[config.mk]
export PLATFORM = sky130hd
export DESIGN_NAME = block_mult_sequencer
export DESIGN_NICKNAME = d
export VERILOG_FILES = /design/src/rtl/block_mult_sequencer.sv
export SDC_FILE = /design/constraint.sdc
export NUM_CORES = 1
export LEC_CHECK = 0
export CORE_MARGIN = 3
export CORE_UTILIZATION = 50
export CTS_CLUSTER_SIZE = 20
export DETAILED_ROUTE_END_ITERATION = 8
export PLACE_DENSITY = 0.74
export RECOVER_POWER = 25
export SLEW_MARGIN = 20
export SYNTH_ARGS = -nofsm -noshare
export SYNTH_HDL_FRONTEND = slang
export SYNTH_SLANG_ARGS = --single-unit
[constraint.sdc]
create_clock -name clock -period 9.2 [get_ports clock]
set_input_delay 1.84 -clock clock [delete_from_list [all_inputs] [get_ports clock]]
set_output_delay 1.84 -clock clock [all_outputs]
set_load 0.02 [all_outputs]
[src/rtl/block_mult_sequencer.sv]
// Block matrix-multiply sequencer: walks k/row/col tiles, drives RAM addresses.
// Optional abort input enabled by defining BLOCK_SEQ_ABORT_EN.
module block_mult_sequencer #(
  parameter int K_TILES = 16,
  parameter int N_ROWS  = 128,
  parameter int N_COLS  = 128,
  parameter int ADDR_W  = 16
) (
  input  logic              clock,
  input  logic              reset,
  input  logic              start,
  input  logic              done_systolic,
  input  logic              done_accum,
`ifdef BLOCK_SEQ_ABORT_EN
  input  logic              abort,
`endif
  output logic [ADDR_W-1:0] addr_a,
  output logic [ADDR_W-1:0] addr_b,
  output logic              sys_reset,
  output logic              accum_reset,
  output logic              out_valid,
  output logic [15:0]       out_row,
  output logic [15:0]       out_col,
  output logic              busy,
  output logic              done
);

  typedef enum logic [2:0] {
    IDLE,
    LOAD,
    COMPUTE,
    ACCUM_WAIT,
    EMIT,
    FINISH
  } state_t;

  state_t            state_q, state_d;
  logic [15:0]       k_q, k_d;
  logic [15:0]       row_q, row_d;
  logic [15:0]       col_q, col_d;
  logic [ADDR_W-1:0] addr_a_q, addr_a_d;
  logic [ADDR_W-1:0] addr_b_q, addr_b_d;
  logic              abort_w;
  logic              k_last;
  logic              blk_last;

`ifdef BLOCK_SEQ_ABORT_EN
  assign abort_w = abort;
`else
  assign abort_w = 1'b0;
`endif

  assign k_last   = (k_q == 16'(K_TILES - 1));
  assign blk_last = (row_q == 16'(N_ROWS - 1))
                 && (col_q == 16'(N_COLS - 1));

  // Next-state and tile counter sequencing
  always_comb begin
    state_d = state_q;
    k_d     = k_q;
    row_d   = row_q;
    col_d   = col_q;
    unique case (state_q)
      IDLE: begin
        if (start) begin
          state_d = LOAD;
          k_d     = '0;
          row_d   = '0;
          col_d   = '0;
        end
      end
      LOAD: state_d = COMPUTE;
      COMPUTE: begin
        if (done_systolic) begin
          if (!k_last) begin
            k_d     = k_q + 16'd1;
            state_d = LOAD;
          end else if (done_accum) begin
            state_d = EMIT;
          end else begin
            state_d = ACCUM_WAIT;
          end
        end
      end
      ACCUM_WAIT: begin
        if (done_accum) state_d = EMIT;
      end
      EMIT: begin
        k_d = '0;
        if (blk_last) begin
          state_d = FINISH;
        end else begin
          state_d = LOAD;
          if (col_q == 16'(N_COLS - 1)) begin
            col_d = '0;
            row_d = row_q + 16'd1;
          end else begin
            col_d = col_q + 16'd1;
          end
        end
      end
      FINISH: begin
        state_d = IDLE;
        k_d     = '0;
        row_d   = '0;
        col_d   = '0;
      end
      default: state_d = IDLE;
    endcase
    if (abort_w && state_q != IDLE) begin
      state_d = IDLE;
      k_d     = '0;
      row_d   = '0;
      col_d   = '0;
    end
  end

  // Tile addresses computed from the counters the LOAD cycle will use
  always_comb begin
    addr_a_d = addr_a_q;
    addr_b_d = addr_b_q;
    if (state_d == LOAD) begin
      addr_a_d = ADDR_W'(32'(k_d) + 32'(K_TILES) * 32'(row_d));
      addr_b_d = ADDR_W'(32'(k_d) + 32'(K_TILES) * 32'(col_d));
    end else if (state_d == IDLE) begin
      addr_a_d = '0;
      addr_b_d = '0;
    end
  end

  // State, counter and address registers
  always_ff @(posedge clock or negedge reset) begin
    if (!reset) begin
      state_q  <= IDLE;
      k_q      <= '0;
      row_q    <= '0;
      col_q    <= '0;
      addr_a_q <= '0;
      addr_b_q <= '0;
    end else begin
      state_q  <= state_d;
      k_q      <= k_d;
      row_q    <= row_d;
      col_q    <= col_d;
      addr_a_q <= addr_a_d;
      addr_b_q <= addr_b_d;
    end
  end

  // Control strobes decoded from the current state
  always_comb begin
    sys_reset   = 1'b0;
    accum_reset = 1'b0;
    out_valid   = 1'b0;
    done        = 1'b0;
    busy        = 1'b1;
    unique case (state_q)
      IDLE: begin
        sys_reset   = 1'b1;
        accum_reset = 1'b1;
        busy        = 1'b0;
      end
      LOAD:       sys_reset = 1'b1;
      COMPUTE:    sys_reset = 1'b0;
      ACCUM_WAIT: sys_reset = 1'b0;
      EMIT: begin
        out_valid   = 1'b1;
        accum_reset = 1'b1;
      end
      FINISH: begin
        done        = 1'b1;
        sys_reset   = 1'b1;
        accum_reset = 1'b1;
      end
      default: begin
        sys_reset   = 1'b1;
        accum_reset = 1'b1;
        busy        = 1'b0;
      end
    endcase
  end

  assign addr_a  = addr_a_q;
  assign addr_b  = addr_b_q;
  assign out_row = row_q;
  assign out_col = col_q;

endmodule

==> out/qor.txt <==
Setup Skew - 0.0125 ns
Vert. Die Dim - 107 um
H-tree Lvls - 3
Least-Margin Pin Slew - 2.36 ns
Mapped Cells - 594
mapped cell area - 5140 um^2
post-CTS sizing - 0
root buffer cell - clkbuf_8
CTS tree - yes
DRC Markers - 0
Final nets - 688
RePlAce Congestion - 0.933
detailed router's first-iteration violation count - 412
WL final - 14,500 um
Starting Density - 52.1%
Hold Path Class - reg2reg
Mapped Avg Cell Area - 8.66 um^2
Worst Setup End Kind - register
Clock Sinks - 79
Post-CTS Hold Fix Bufs - 0
Post-Syn Nets - 626
CTS clk-pin slew, worst paths - 0.08 ns
CTS Buf Count - 9
Seq/Total Area, Yosys - 38.4%
Antenna Nets Post-Route - 0
Max-Cap Viols - 2
RSZ-0062 raised after global routing - no
failing checks - max-capacitance violations, max-slew violations
status - finished with violations
crit path launch type - input port
post-layout min period - 5.14 ns
Die Width - 107 um
Vias/cell - 6.18
Peak VDD IR - 198 uV
fin crit share - 55.9%
row cnt - 36
Critical Path RT - 9.47 ns
largest net degree at the start of global routing - 80
count of cell types in the netlist - 65
crit-path max FO - 9
Fmax - 194 MHz
I/O pin count - 74
final hold vios - 0
DP Wirelength - 10,700 um
cell leakage power - 2.60 nW
Layout area overhead - 18.8%
Main synth FF type - dfrtp_1
PD cells - 171 nW/um^2
setup TNS - 0 ns
setup ws final - 4.06 ns
Worst-Skew Late Latency - 0.35 ns
post-CTS setup buffer count - 0
Seq cells post-synth - 79
Post-synth EDFFs - 0
port bufs - 73
Detailed Routing Iterations Pass 1 - 5
Rel. slew slack - -57.5%
die area - 11,500 um^2
Post-synth ARST share - 100%
final core occ - 61.9%
commonest non-fill, non-tap cells in the layout - nand2_1, dfrtp_1, clkdlybuf4s50_1
n_diodes - 0
routed length per instance - 18.3 um
total of fill cells in the finished design - 877
critical path arrival - 5.41 ns
max-slew violation count - 82
clock buffer depth - 2
pre-CTS setup slack - 3.75 ns
vias after detailed routing - 4,910
most common cell after layout, fill and taps aside - nand2_1
Crit Path Class - in2reg
vias in the first global route - 4,713
number of synthesis warnings - 0
initial antenna violation count - 0
endpoints failing setup - 0
total gr overflow - 0
share of layout cells above drive strength 1 - 5.14%
first-pass GRT wire length - 24,000 um
CORE AREA - 9860 um^2
GRT Total Usage - 26.2%
[registers in the layout (all words and copies together) (netlist names), named ones only]
name     count
addr_a      16
out_col     15
state_q      3
out_row     16
k_q         16
addr_b      12
[routing by layer]
layer / share of wire [%] / wire [um] / global-route usage, %
met5: 0 / 0 / 0
met4: 2.9 / 419 / 9.56
met3: 6.1 / 888 / 4.86
met2: 48 / 7040 / 41.5
met1: 42 / 6170 / 36.0
[stage by stage]
stage / hold slack (ns) / instance area [um^2] / total power, W / cells
after floorplan: 0.507 / 5140 / 0.000673 / 594
after global placement: 0.467 / 5940 / 0.000812 / 777
after detailed placement: 0.472 / 5940 / 0.000821 / 777
after CTS: 0.489 / 6110 / 0.00105 / 793
after global routing: 0.521 / 6110 / 0.00111 / 794
final: 0.482 / 6110 / 0.00104 / 794
[final timing paths]
kind / from / to / slack (ns) / depth (start not counted)
setup / recovery: start / addr_a[14] / 4.06 / 13
hold / removal: addr_b[5] / addr_b[5] / 0.48 / 2
setup reg to reg: state_q[1] / addr_a[15] / 4.61 / 13
hold reg to reg: addr_b[5] / addr_b[5] / 0.48 / 2
max in group asynchronous: reset / out_col[0] / 4.32 / 2
min in group asynchronous: reset / addr_a[3] / 2.19 / 1
[Yosys cell counts, types with 6 or more instances]
| master | n | area share (%) |
|---|---|---|
| a21o_1 | 14 | 2.0 |
| a21oi_1 | 28 | 2.7 |
| a22o_1 | 17 | 2.9 |
| a31oi_1 | 7 | 0.85 |
| and2_1 | 6 | 0.73 |
| clkbuf_1 | 19 | 1.4 |
| dfrtp_1 | 79 | 38 |
| ha_1 | 25 | 6.1 |
| inv_1 | 15 | 1.1 |
| nand2_1 | 82 | 6.0 |
| nand3_1 | 24 | 2.3 |
| nand4_1 | 12 | 1.5 |
| nor2_1 | 45 | 3.3 |
| nor3_1 | 16 | 1.6 |
| nor4_1 | 12 | 1.5 |
| o21ai_0 | 54 | 5.3 |
| o31ai_1 | 15 | 2.2 |
| o41ai_1 | 7 | 1.2 |
| or2_2 | 6 | 0.73 |
| xnor2_1 | 14 | 2.4 |
| xor2_1 | 9 | 1.5 |
[cells by family (layout without fill, tap and decap cells)]
family | after synthesis | count (layout) | share of synthesized area [%]
XOR/XNOR | 24 | 24 | 4.23
buffers and inverters | 41 | 108 | 3.28
multiplexers | 3 | 3 | 0.608
AO/OA/AOI/OAI | 185 | 185 | 24.2
flip-flops | 79 | 79 | 38.4
AND/OR/NAND/NOR | 235 | 235 | 22.4
adder cells (fa/ha/maj) | 27 | 27 | 6.86
[critical path: stages]
cell and delay, ns:
clkdlybuf4s50_1 0.49, nor2_1 0.06, o31ai_1 0.75, o21ai_0 0.22, a22o_1 0.38, ha_1 0.36, a21oi_1 0.21, o21bai_1 0.10
a21oi_1 0.16, o21ai_1 0.11, a31o_1 0.27, a311o_1 0.36, o211ai_1 0.09
[where the power goes]
group          switching [W]  internal [W]  total, W
Combinational       0.000265      0.000133  0.000398
Sequential         0.0000445      0.000374  0.000418
Clock               0.000131     0.0000966  0.000228
[layout make-up]
type / instances / area, um^2 / share of cell area [%]
Inverter: 16 / 60.1 / 0.983
Clock buffer: 10 / 128 / 2.09
Clock inverter: 6 / 37.5 / 0.615
Sequential cell: 79 / 1980 / 32.4
Timing Repair Buffer: 76 / 743 / 12.2
Tap cell: 133 / 166 / 2.72
Multi-Input combinational cell: 474 / 3000 / 49.1
(Power assumes the default switching activity.)
